`src/rtl/sifh_peak_finder_pkg.sv`:
```
// -----------------------------------------------------------------------------
// sifh_peak_finder_pkg
// Shared SiFH parameters for the histogram peak finder: default geometry
// (bins per pixel, count width, pixels per RAM), the peak-finder FSM state
// encoding and a width helper for the pixel index.
// -----------------------------------------------------------------------------
package sifh_peak_finder_pkg;

  localparam int NP_DEF       = 10;  // bin index width, 2^NP bins per pixel
  localparam int PEAK_MAX_DEF = 8;   // bin count width
  localparam int PIXELS_DEF   = 2;   // pixels sharing one histogram RAM

  typedef enum logic [2:0] {
    IDLE    = 3'd0,
    SCAN    = 3'd1,
    DRAIN   = 3'd2,
    PRESENT = 3'd3,
    DONE    = 3'd4
  } state_t;

  // Pixel index width. A single-pixel RAM still gets a 1-bit index so that
  // no port or register collapses to zero width.
  function automatic int pixWidth(input int pixels);
    return (pixels > 1) ? $clog2(pixels) : 1;
  endfunction

endpackage

```
`src/rtl/sifh_peak_finder_if.sv`:
```
// -----------------------------------------------------------------------------
// sifh_peak_finder_if
// Bus bundle between the peak finder, its histogram RAM and the result sink.
//   RAM read  : raddr, rEnable (active-low strobe), readFlag (port-b enable),
//               rdata (valid one cycle after the strobe)
//   RAM clear : waddr, wEnable, writeFlag (port-a enable), wdata (always 0)
//   Result    : peak_pix, peak_bin, peak_cnt, peak_valid / peak_ready
// master = peak finder side, slave = RAM + result consumer side.
// -----------------------------------------------------------------------------
interface sifh_peak_finder_if
  import sifh_peak_finder_pkg::*;
#(
  parameter int NP       = NP_DEF,
  parameter int PEAK_MAX = PEAK_MAX_DEF,
  parameter int PIXELS   = PIXELS_DEF
);

  localparam int PIX_W = pixWidth(PIXELS);
  localparam int NB    = PIX_W + NP;

  logic [NB-1:0]       raddr;
  logic                rEnable;
  logic                readFlag;
  logic [PEAK_MAX-1:0] rdata;

  logic [NB-1:0]       waddr;
  logic                wEnable;
  logic                writeFlag;
  logic [PEAK_MAX-1:0] wdata;

  logic [PIX_W-1:0]    peak_pix;
  logic [NP-1:0]       peak_bin;
  logic [PEAK_MAX-1:0] peak_cnt;
  logic                peak_valid;
  logic                peak_ready;

  modport master (
    output raddr, rEnable, readFlag,
    input  rdata,
    output waddr, wEnable, writeFlag, wdata,
    output peak_pix, peak_bin, peak_cnt, peak_valid,
    input  peak_ready
  );

  modport slave (
    input  raddr, rEnable, readFlag,
    output rdata,
    input  waddr, wEnable, writeFlag, wdata,
    input  peak_pix, peak_bin, peak_cnt, peak_valid,
    output peak_ready
  );

endinterface

```
`src/rtl/sifh_max_cmp.sv`:
```
// -----------------------------------------------------------------------------
// sifh_max_cmp
// Running maximum over a stream of (bin, count) pairs. A new pair replaces the
// held best only when its count is strictly greater, so on a tie the earlier
// (lower) bin is kept. clr zeroes the best registers for the next pixel.
//   clk, res     : clock, asynchronous active-low reset
//   clr          : synchronous clear of bestCnt/bestBin
//   valid        : cnt/bin carry a RAM read result this cycle
//   cnt, bin     : count read from RAM and the bin it belongs to
//   bestCnt/Bin  : registered running maximum and its bin
// -----------------------------------------------------------------------------
module sifh_max_cmp #(
  parameter int NP       = 10,
  parameter int PEAK_MAX = 8
) (
  input  logic                clk,
  input  logic                res,
  input  logic                clr,
  input  logic                valid,
  input  logic [PEAK_MAX-1:0] cnt,
  input  logic [NP-1:0]       bin,
  output logic [PEAK_MAX-1:0] bestCnt,
  output logic [NP-1:0]       bestBin
);

  // NOTE: state registers use non-blocking assignments so every flop samples
  // pre-edge values; blocking here would create order-dependent simulation.
  always_ff @(posedge clk or negedge res) begin
    if (!res) begin
      bestCnt <= '0;
      bestBin <= '0;
    end else if (clr) begin
      bestCnt <= '0;
      bestBin <= '0;
    end else if (valid && (cnt > bestCnt)) begin
      bestCnt <= cnt;
      bestBin <= bin;
    end
  end

endmodule

```
`src/rtl/sifh_peak_finder.sv`:
```
// -----------------------------------------------------------------------------
// sifh_peak_finder
// After the histogram FSM signals that all PIXELS histograms are complete,
// scans every bin of every pixel, finds the bin with the largest count
// (lowest bin wins ties), optionally zeroes each bin behind the read, and
// presents one (pixel, bin, count) result per pixel on a valid/ready port.
//   clk    : clock, rising edge
//   res    : asynchronous active-low reset
//   start  : one-cycle pulse, accepted only in IDLE
//   busy   : high from the cycle after an accepted start until back in IDLE
//   done   : one-cycle pulse after the last pixel's result is accepted
//   bus    : RAM read/clear ports and the result handshake (master side)
// -----------------------------------------------------------------------------
module sifh_peak_finder
  import sifh_peak_finder_pkg::*;
#(
  parameter int NP       = NP_DEF,
  parameter int PEAK_MAX = PEAK_MAX_DEF,
  parameter int PIXELS   = PIXELS_DEF,
  parameter bit CLR_EN   = 1'b1
) (
  input  logic               clk,
  input  logic               res,
  input  logic               start,
  output logic               busy,
  output logic               done,
  sifh_peak_finder_if.master bus
);

  localparam int PIX_W = pixWidth(PIXELS);
  localparam int NB    = PIX_W + NP;

  localparam logic [NP-1:0]    BIN_LAST = '1;
  localparam logic [PIX_W-1:0] PIX_LAST = PIX_W'(PIXELS - 1);

  state_t              state;
  logic [PIX_W-1:0]    pixel;
  logic [NP-1:0]       bin;
  logic [NB-1:0]       raddrQ;
  logic                rEnableQ;
  logic                readFlagQ;
  logic [NB-1:0]       dAddr;     // address whose data is on rdata this cycle
  logic                rdValid;   // rdata carries a result this cycle
  logic                peakValidQ;

  logic [PIX_W-1:0]    pixelNext;
  logic [NP-1:0]       binNext;
  logic                bestClr;
  logic [PEAK_MAX-1:0] bestCnt;
  logic [NP-1:0]       bestBin;

  assign pixelNext = pixel + PIX_W'(1);
  assign binNext   = bin + NP'(1);

  // Best is cleared at the start of every pixel's scan: on an accepted start
  // and on each result handshake.
  assign bestClr = ((state == IDLE) && start) ||
                   ((state == PRESENT) && bus.peak_ready);

  always_ff @(posedge clk or negedge res) begin
    if (!res) begin
      state      <= IDLE;
      pixel      <= '0;
      bin        <= '0;
      raddrQ     <= '0;
      rEnableQ   <= 1'b1;
      readFlagQ  <= 1'b0;
      dAddr      <= '0;
      rdValid    <= 1'b0;
      peakValidQ <= 1'b0;
      busy       <= 1'b0;
      done       <= 1'b0;
    end else begin
      // One-cycle RAM latency: whatever is strobed now returns next cycle,
      // so the address and a valid flag follow the strobe by one register.
      rdValid <= ~rEnableQ;
      if (!rEnableQ) dAddr <= raddrQ;
      done <= 1'b0;

      case (state)
        IDLE: begin
          if (start) begin
            state     <= SCAN;
            pixel     <= '0;
            bin       <= '0;
            raddrQ    <= '0;
            rEnableQ  <= 1'b0;
            readFlagQ <= 1'b1;
            busy      <= 1'b1;
          end
        end

        SCAN: begin
          if (bin == BIN_LAST) begin
            state     <= DRAIN;
            rEnableQ  <= 1'b1;
            readFlagQ <= 1'b0;
          end else begin
            bin    <= binNext;
            raddrQ <= {pixel, binNext};
          end
        end

        // Last read's data is compared during this cycle.
        DRAIN: begin
          state      <= PRESENT;
          peakValidQ <= 1'b1;
        end

        PRESENT: begin
          if (bus.peak_ready) begin
            peakValidQ <= 1'b0;
            if (pixel != PIX_LAST) begin
              state     <= SCAN;
              pixel     <= pixelNext;
              bin       <= '0;
              raddrQ    <= {pixelNext, {NP{1'b0}}};
              rEnableQ  <= 1'b0;
              readFlagQ <= 1'b1;
            end else begin
              state <= DONE;
              done  <= 1'b1;
            end
          end
        end

        DONE: begin
          state <= IDLE;
          busy  <= 1'b0;
        end

        default: state <= IDLE;
      endcase
    end
  end

  sifh_max_cmp #(
    .NP       (NP),
    .PEAK_MAX (PEAK_MAX)
  ) u_max_cmp (
    .clk     (clk),
    .res     (res),
    .clr     (bestClr),
    .valid   (rdValid),
    .cnt     (bus.rdata),
    .bin     (dAddr[NP-1:0]),
    .bestCnt (bestCnt),
    .bestBin (bestBin)
  );

  assign bus.raddr    = raddrQ;
  assign bus.rEnable  = rEnableQ;
  assign bus.readFlag = readFlagQ;

  // The clear write trails the read by one cycle, so it always targets the
  // bin read in the previous cycle while the current read hits the next bin.
  assign bus.waddr     = dAddr;
  assign bus.wEnable   = CLR_EN & rdValid;
  assign bus.writeFlag = CLR_EN & rdValid;
  assign bus.wdata     = '0;

  // The best registers only change on a handshake or during a scan, so they
  // are stable for as long as peak_valid is held.
  assign bus.peak_pix   = pixel;
  assign bus.peak_bin   = bestBin;
  assign bus.peak_cnt   = bestCnt;
  assign bus.peak_valid = peakValidQ;

endmodule

```
`src/flat_wrapper.sv`:
```
// flat-port wrapper written by rule: the top's interface ports become plain ports
module sifh_peak_finder_flat import sifh_peak_finder_pkg::*;
#(
  parameter int NP       = NP_DEF,
  parameter int PEAK_MAX = PEAK_MAX_DEF,
  parameter int PIXELS   = PIXELS_DEF,
  parameter bit CLR_EN   = 1'b1
)
  (clk, res, start, busy, done, bus_raddr, bus_rEnable, bus_readFlag, bus_rdata, bus_waddr, bus_wEnable, bus_writeFlag, bus_wdata, bus_peak_pix, bus_peak_bin, bus_peak_cnt, bus_peak_valid, bus_peak_ready);
  sifh_peak_finder_if #(.NP(NP), .PEAK_MAX(PEAK_MAX), .PIXELS(PIXELS)) bus_i ();
  input  logic clk;
  input  logic res;
  input  logic start;
  output logic busy;
  output logic done;
  output wire logic [$bits(bus_i.raddr)-1:0] bus_raddr;
  output wire logic [$bits(bus_i.rEnable)-1:0] bus_rEnable;
  output wire logic [$bits(bus_i.readFlag)-1:0] bus_readFlag;
  input wire logic [$bits(bus_i.rdata)-1:0] bus_rdata;
  output wire logic [$bits(bus_i.waddr)-1:0] bus_waddr;
  output wire logic [$bits(bus_i.wEnable)-1:0] bus_wEnable;
  output wire logic [$bits(bus_i.writeFlag)-1:0] bus_writeFlag;
  output wire logic [$bits(bus_i.wdata)-1:0] bus_wdata;
  output wire logic [$bits(bus_i.peak_pix)-1:0] bus_peak_pix;
  output wire logic [$bits(bus_i.peak_bin)-1:0] bus_peak_bin;
  output wire logic [$bits(bus_i.peak_cnt)-1:0] bus_peak_cnt;
  output wire logic [$bits(bus_i.peak_valid)-1:0] bus_peak_valid;
  input wire logic [$bits(bus_i.peak_ready)-1:0] bus_peak_ready;
  assign bus_raddr = bus_i.raddr;
  assign bus_rEnable = bus_i.rEnable;
  assign bus_readFlag = bus_i.readFlag;
  assign bus_i.rdata = bus_rdata;
  assign bus_waddr = bus_i.waddr;
  assign bus_wEnable = bus_i.wEnable;
  assign bus_writeFlag = bus_i.writeFlag;
  assign bus_wdata = bus_i.wdata;
  assign bus_peak_pix = bus_i.peak_pix;
  assign bus_peak_bin = bus_i.peak_bin;
  assign bus_peak_cnt = bus_i.peak_cnt;
  assign bus_peak_valid = bus_i.peak_valid;
  assign bus_i.peak_ready = bus_peak_ready;
  sifh_peak_finder #(.NP(NP), .PEAK_MAX(PEAK_MAX), .PIXELS(PIXELS), .CLR_EN(CLR_EN)) u_core (.clk(clk), .res(res), .start(start), .busy(busy), .done(done), .bus(bus_i));
endmodule
```
`config.mk`:
```
export PLATFORM = sky130hd
export DESIGN_NAME = sifh_peak_finder_flat
export DESIGN_NICKNAME = d
export VERILOG_FILES = /design/src/rtl/sifh_peak_finder_pkg.sv /design/src/rtl/sifh_peak_finder_if.sv /design/src/rtl/sifh_max_cmp.sv /design/src/rtl/sifh_peak_finder.sv /design/src/flat_wrapper.sv
export SDC_FILE = /design/constraint.sdc
export NUM_CORES = 1
export LEC_CHECK = 0
export CAP_MARGIN = 20
export CORE_MARGIN = 1.5
export CORE_UTILIZATION = 23
export DETAILED_ROUTE_END_ITERATION = 8
export GPL_ROUTABILITY_DRIVEN = 0
export PLACE_DENSITY = 0.5
export SYNTH_ARGS = -nofsm -noshare
export SYNTH_HDL_FRONTEND = slang
export SYNTH_HIERARCHICAL = 1
export SYNTH_SLANG_ARGS = --single-unit
```
`constraint.sdc`:
```
create_clock -name clk -period 4.08 [get_ports clk]
set_input_delay 1.224 -clock clk [delete_from_list [all_inputs] [get_ports clk]]
set_output_delay 1.224 -clock clk [all_outputs]
set_load 0.01 [all_outputs]
```
# [Word-level counts from Yosys, hierarchy flattened]
# Cells that the tools add are included.
[word_totals] ff_bits=60 input_bits=12 out_inout_bits=56 wordCells=81
[op_classes] n_addsub=2 order_cmp=1 eq_ne=10 mux=38 bitwise=1 n_reduce_logical=16
[ops] cell="2-to-1 mux 10 bit" count=6
[ops] cell="2-to-1 mux 11 bit" count=4
[ops] cell="case mux 11 bit (3 select lines)" count=1
[ops] cell="case mux 10 bit (3 select lines)" count=1
[ops] cell="2-to-1 mux 8 bit" count=2
[ops] cell="2-to-1 mux 1 bit" count=14
[ops] cell="2-to-1 mux 3 bit" count=4
[ops] cell="case mux 3 bit (4 select lines)" count=1
[ops] cell="adder 10 x 1 -> 10 bit, second input constant" count=1
[ops] cell="== test 10 bit, second input constant" count=1
[ops] cell="AND reduction 5 bit" count=2
[ops] cell="greater-than comparator 8 bit" count=1
[ops] cell="inequality test 2 bit, second input constant" count=4
[ops] cell="nonzero test 2 bit" count=4
[ops] cell="== test 3 x 2 -> 1 bit, second input constant" count=2
[ops] cell="case mux 1 bit (2 select lines)" count=3
[ops] cell="case mux 1 bit (3 select lines)" count=2
[ops] cell="AND reduction 3 bit" count=2
[ops] cell="AND reduction 2 bit" count=2
[ops] cell="== test 3 x 1 -> 1 bit, second input constant" count=1
[ops] cell="== test 3 bit, second input constant" count=1
[ops] cell="logical AND 1 bit" count=3
[ops] cell="zero test 3 bit" count=1
[ops] cell="nonzero test 3 bit" count=1
[ops] cell="4 further kinds" count=4

# [Longest topological paths before layout]
[depth] depth_word=4 ltp_mapped=8 depth_no_buf=7

# [Hierarchy]
# The synthesis kept the hierarchy.
[modules_own_cells] module="sifh_peak_finder" instances=1 cells_per_inst=167 area_each_um2=2004.4 seq_area_each_um2=1052.3
[modules_own_cells] module="sifh_max_cmp" instances=1 cells_per_inst=105 area_each_um2=1114.8 seq_area_each_um2=450.4

# [Worst setup path after synthesis]
# No wires, ideal clock.
[synth_timing] path_type="input -> register" startpoint="input bus_rdata[1]" endpoint="register u_core.u_max_cmp.bestBin[1]" setup_time_ns=0.079 arrival_time_ns=2.518 required_time_ns=4.001 slack_ns=1.483 cell_stages=7 path_buffers=1 path_cell_list="ha_1 nor2b_1 o211ai_1 a211oi_2 nor2_4 buf_12 mux2i_1"
[synth_via] elab_chain_cells=3
[synth_lines] item="start: declaration" line="flat_wrapper.sv:19" source="input wire logic [$bits(bus_i.rdata)-1:0] bus_rdata;"
[synth_lines] item="greater-than comparator 8 bit" line="sifh_max_cmp.sv:35" source="end else if (valid && (cnt > bestCnt)) begin"
[synth_lines] item="logical AND 1 bit" line="sifh_max_cmp.sv:35"
[synth_lines] item="nonzero test 2 bit (no line)"
[synth_lines] item="end signal: assignment" line="sifh_max_cmp.sv:37" source="bestBin <= bin;"
[synth_lines] item="end: declaration" line="sifh_max_cmp.sv:23" source="output logic [NP-1:0] bestBin"
# No other way between the ends.
# A chain may end at the register's enable or synchronous reset.

# [Worst setup path in the final report]
[layout_timing] startpoint="input bus_rdata[1]" endpoint="register u_core.u_max_cmp.bestBin[0]"
# The elaborated chain is that of the path after synthesis.

==> parameters.txt <==
Parameter                              Value

Worst hold path
  Worst hold-check path type ... register to register

Synth
  Distinct cell type count after synthesis ... 55
  Number of enable flip-flop cells after synthesis ... 0
  Number of warning messages in the yosys log ... 6
  Area fraction in and, or, nand and nor cells after synthesis ... 15.4%
  Share of synthesized flip-flops with an asynchronous set or reset ... 100%
  Multiplexer share of the synthesized area ... 10.6%
  Dominant combinational cell family by area after synthesis ... simple AND/OR/NAND/NOR gates
  Post-Synthesis Cells ... 272
  Post-Synthesis Cell Area ... 3120 sq um
  Synthesized-area fraction occupied by xor and xnor cells ... 1.68%
  Number of register bits inferred by synthesis ... 60
  Top_reg_cell synth ... sky130_fd_sc_hd__dfrtp_1
  Synthesized area divided by synthesized cell count ... 11.5 sq um
  Post-synthesis compound-gate area fraction ... 13.9%
  Seq/Total Area, Yosys ... 48.2%
  Adder-cell area share of the yosys netlist ... 3.61%

CTS
  CTS tree ... done
  Clock-pin transition on the worst setup and hold timing paths ... 0.05 ns
  CTS Root Buffer Type ... sky130_fd_sc_hd__clkbuf_16
  Clock insertion delay at the later pin of the skew report ... 0.32 ns
  Clock tree sinks ... 60
  TritonCTS buffer count ... 9
  Post-cts sizing count ... 0
  Number of setup buffers added after CTS ... 0
  Buffers from clock root to sink, at most ... 2
  Total number of H-tree levels ... 3
  CTS Hold Bufs ... 0

Worst setup path
  CP arrival ... 3.29 ns
  Largest fanout on the critical path ... 18
  Type of origin of the critical path ... input port
  Type of the setup path with the least slack ... input port to register
  Worst path buffer plus inverter count ... 1
  Required arrival time at the worst endpoint ... 4.32 ns
  Cell with the biggest individual delay on the critical path ... sky130_fd_sc_hd__nor2_4
  Max stage delay on crit path ... 0.56 ns
  Family with the most delay on the worst path ... simple AND/OR/NAND/NOR gates
  Chain of cells forming the critical path ... clkdlybuf4s50_1 -> ha_1 -> nor2b_1 -> o211ai_1 -> a211oi_2 -> nor2_4 -> mux2i_1
  Critical path endpoint category ... register

Power and ir drop
  Maximum vdd drop ... 0.208 mV
  Pwr Total ... 2.92 mW
  Total power density per cell area ... 711 nW/um^2
  Total leakage power ... 1.87 nW

Detailed routing
  TritonRoute pass-1 iters ... 4
  Iteration-0 DRC count of the detailed router ... 109
  Wire length per cell ... 13.6 microns
  Final wirelength ... 6970 microns
  Max Used Layer ... met4
  Detailed-route via count ... 2202
  Met1 WL ... 3070 microns
  Met3 Wirelength ... 346 microns
  Post-DR vias/cell ... 4.30
  Number of remaining DRC errors ... 0
  Post-detailed-route count of antenna-violating nets ... 0
  Met2 Routed Length ... 3460 microns

STA
  Max-slew violation count ... 0
  Unrepaired setup endpoints after global routing ... false
  Crit share post-route ... 74.8%
  Max Fclk ... 0.328 GHz
  Tmin final ... 3.05 ns
  Worst-case clock skew ... 0.00793 ns
  Slew at the pin closest to its max-slew limit ... 0.716 ns
  Max-slew headroom ... 52.2%
  Number of setup violations in the final report ... 0
  Endpoints failing hold ... 0
  Total negative slack ... 0 ns

Floorplanning
  Die Footprint ... 14300 sq um
  Horizontal die dimension ... 119 microns
  Number of placed I/O pins ... 68
  Effective utilization at floorplan ... 23.6%
  Number of cell rows ... 42
  Std-Cell Core Area ... 13200 sq um
  Die extent in y ... 119 microns

Finish
  Net total in the final layout ... 353
  Share of layout cells above drive strength 1 ... 14.3%
  Count of antenna diodes in the layout ... 0
  Count of placed standard cells in the final layout, fillers left out ... 512
  Commonest non-fill, non-tap cell in the layout ... sky130_fd_sc_hd__dfrtp_1
  Area growth from synthesis to layout ... 31.5%
  Final core utilization ... 31.0%
  Filler cells ... 1390
  Most used cells in the layout excluding fill and tap cells ... sky130_fd_sc_hd__dfrtp_1, sky130_fd_sc_hd__clkdlybuf4s50_1, sky130_fd_sc_hd__nand2b_1, sky130_fd_sc_hd__mux2i_1, sky130_fd_sc_hd__inv_1

Global route
  Number of global-route vias before repair ... 2204
  Global-route wire length before repair ... 11500 microns
  Pin count of the biggest net entering global routing ... 40
  Overflow left after global routing ... 0
  Number of antenna violations at the first check in global routing ... 0
  Aggregate global-route resource usage ... 10.3%

Placed design
  Detailed Place HPWL ... 4970 microns
  Number of placed instances, taps included ... 497
  Input/output buffers ... 59

Outcome
  Result of the run ... finished clean

Run
  Max-cap violation count ... 0
==> flip-flops by register name (all words and copies together), names as in the netlist <==
name and count:
u_core/bin 10, u_core/bus.readFlag 1, u_core/u_max_cmp/bestBin 10, u_core/bus.peak_pix 1, u_core/state 3, u_core/u_max_cmp/bestCnt 8
u_core/bus.wEnable 1, u_core/busy 1, u_core/bus.raddr 11, u_core/bus.rEnable 1, u_core/done 1, u_core/bus.waddr 11
u_core/bus.peak_valid 1
==> Yosys cell counts (all sizes together) (2+ instances only) <==
library cell  number  share of area (%)
dfrtp             59                 47
nand2b            34                6.8
mux2i             18                5.8
buf               16                4.4
inv               13                1.6
mux2              13                4.8
a21oi             11                2.1
a21o              10                2.4
nand2             10                1.3
nor2              10                1.7
ha                 9                3.6
o21ai              9                1.4
a22o               6                1.7
nand3              6                1.1
nand4              5                1.7
clkbuf             4               0.48
xor2               4                1.1
o2bb2ai            3               0.84
a211oi             2               0.64
a31oi              2               0.40
and3               2               0.40
and4               2               0.56
o21bai             2               0.48
or2b               2               0.48
or3                2               0.40
xnor2              2               0.56
==> metal layers <==
layer | GRT usage (%) | vias up
met5 | 0 | -
met4 | 4.02 | 0
met3 | 3.02 | 7
met2 | 17.3 | 47
met1 | 12.4 | 1088
li1 | - | 1060
==> power by group <==
group	total, mW	leakage, nW	switching [mW]	internal [mW]
logic	1.23	0.951	0.571	0.661
registers	0.994	0.789	0.216	0.778
clock network	0.690	0.133	0.253	0.437
total	2.92	1.87	1.04	1.88
==> layout make-up <==
class / count / area [sq um] / area share [%]
flip-flops and latches: 60 / 1500 / 36.6
multi-input cells: 186 / 1450 / 35.2
repair buffers: 62 / 608 / 14.8
clock buffers: 11 / 253 / 6.16
well taps: 176 / 220 / 5.37
inverters: 13 / 48.8 / 1.19
clock inverters: 4 / 25.0 / 0.610
==> path summary, 6_finish.rpt <==
kind | startpoint | endpoint | slack [ns] | depth (start not counted)
min | u_core/bus.waddr[10] | u_core/bus.waddr[10] | 0.50 | 1
min reg2reg | u_core/bus.waddr[10] | u_core/bus.waddr[10] | 0.50 | 1
max in group asynchronous | res | u_core/bus.rEnable | 2.29 | 2
max reg2reg | u_core/bin[0] | u_core/bus.raddr[10] | 1.75 | 5
max | bus_rdata[1] | u_core/u_max_cmp/bestBin[0] | 1.03 | 7
min in group asynchronous | res | u_core/bus.waddr[8] | 0.88 | 1
==> worst register-to-register path, stage by stage, from the launching register on <==
cell and delay [ns]:
sky130_fd_sc_hd__dfrtp_1 0.46, sky130_fd_sc_hd__ha_1 0.32, sky130_fd_sc_hd__nand3_2 0.21, sky130_fd_sc_hd__o41ai_4 0.61, sky130_fd_sc_hd__buf_4 0.31, sky130_fd_sc_hd__mux2_4 0.31
==> stage by stage <==
step	cell area (sq um)	setup slack [ns]	hold slack, ns
4_1_cts	4100	1.01	0.509
3_5_place_dp	3820	0.688	0.495
5_1_grt	4100	0.883	0.531
3_3_place_gp	3820	0.746	0.493
2_1_floorplan	3150	1.48	0.495
6_report	4100	1.03	0.505
==> cell families after synthesis <==
kind of cell               after synthesis
xor gates and xnor gates                 6
AOI/OAI and AO/OA                       55
and+or+nand+nor                         77
other                                    1
muxes                                   31
buffers and inverters                   33
adders and majority gates                9
DFF                                     60
(Power assumes the default switching activity.)
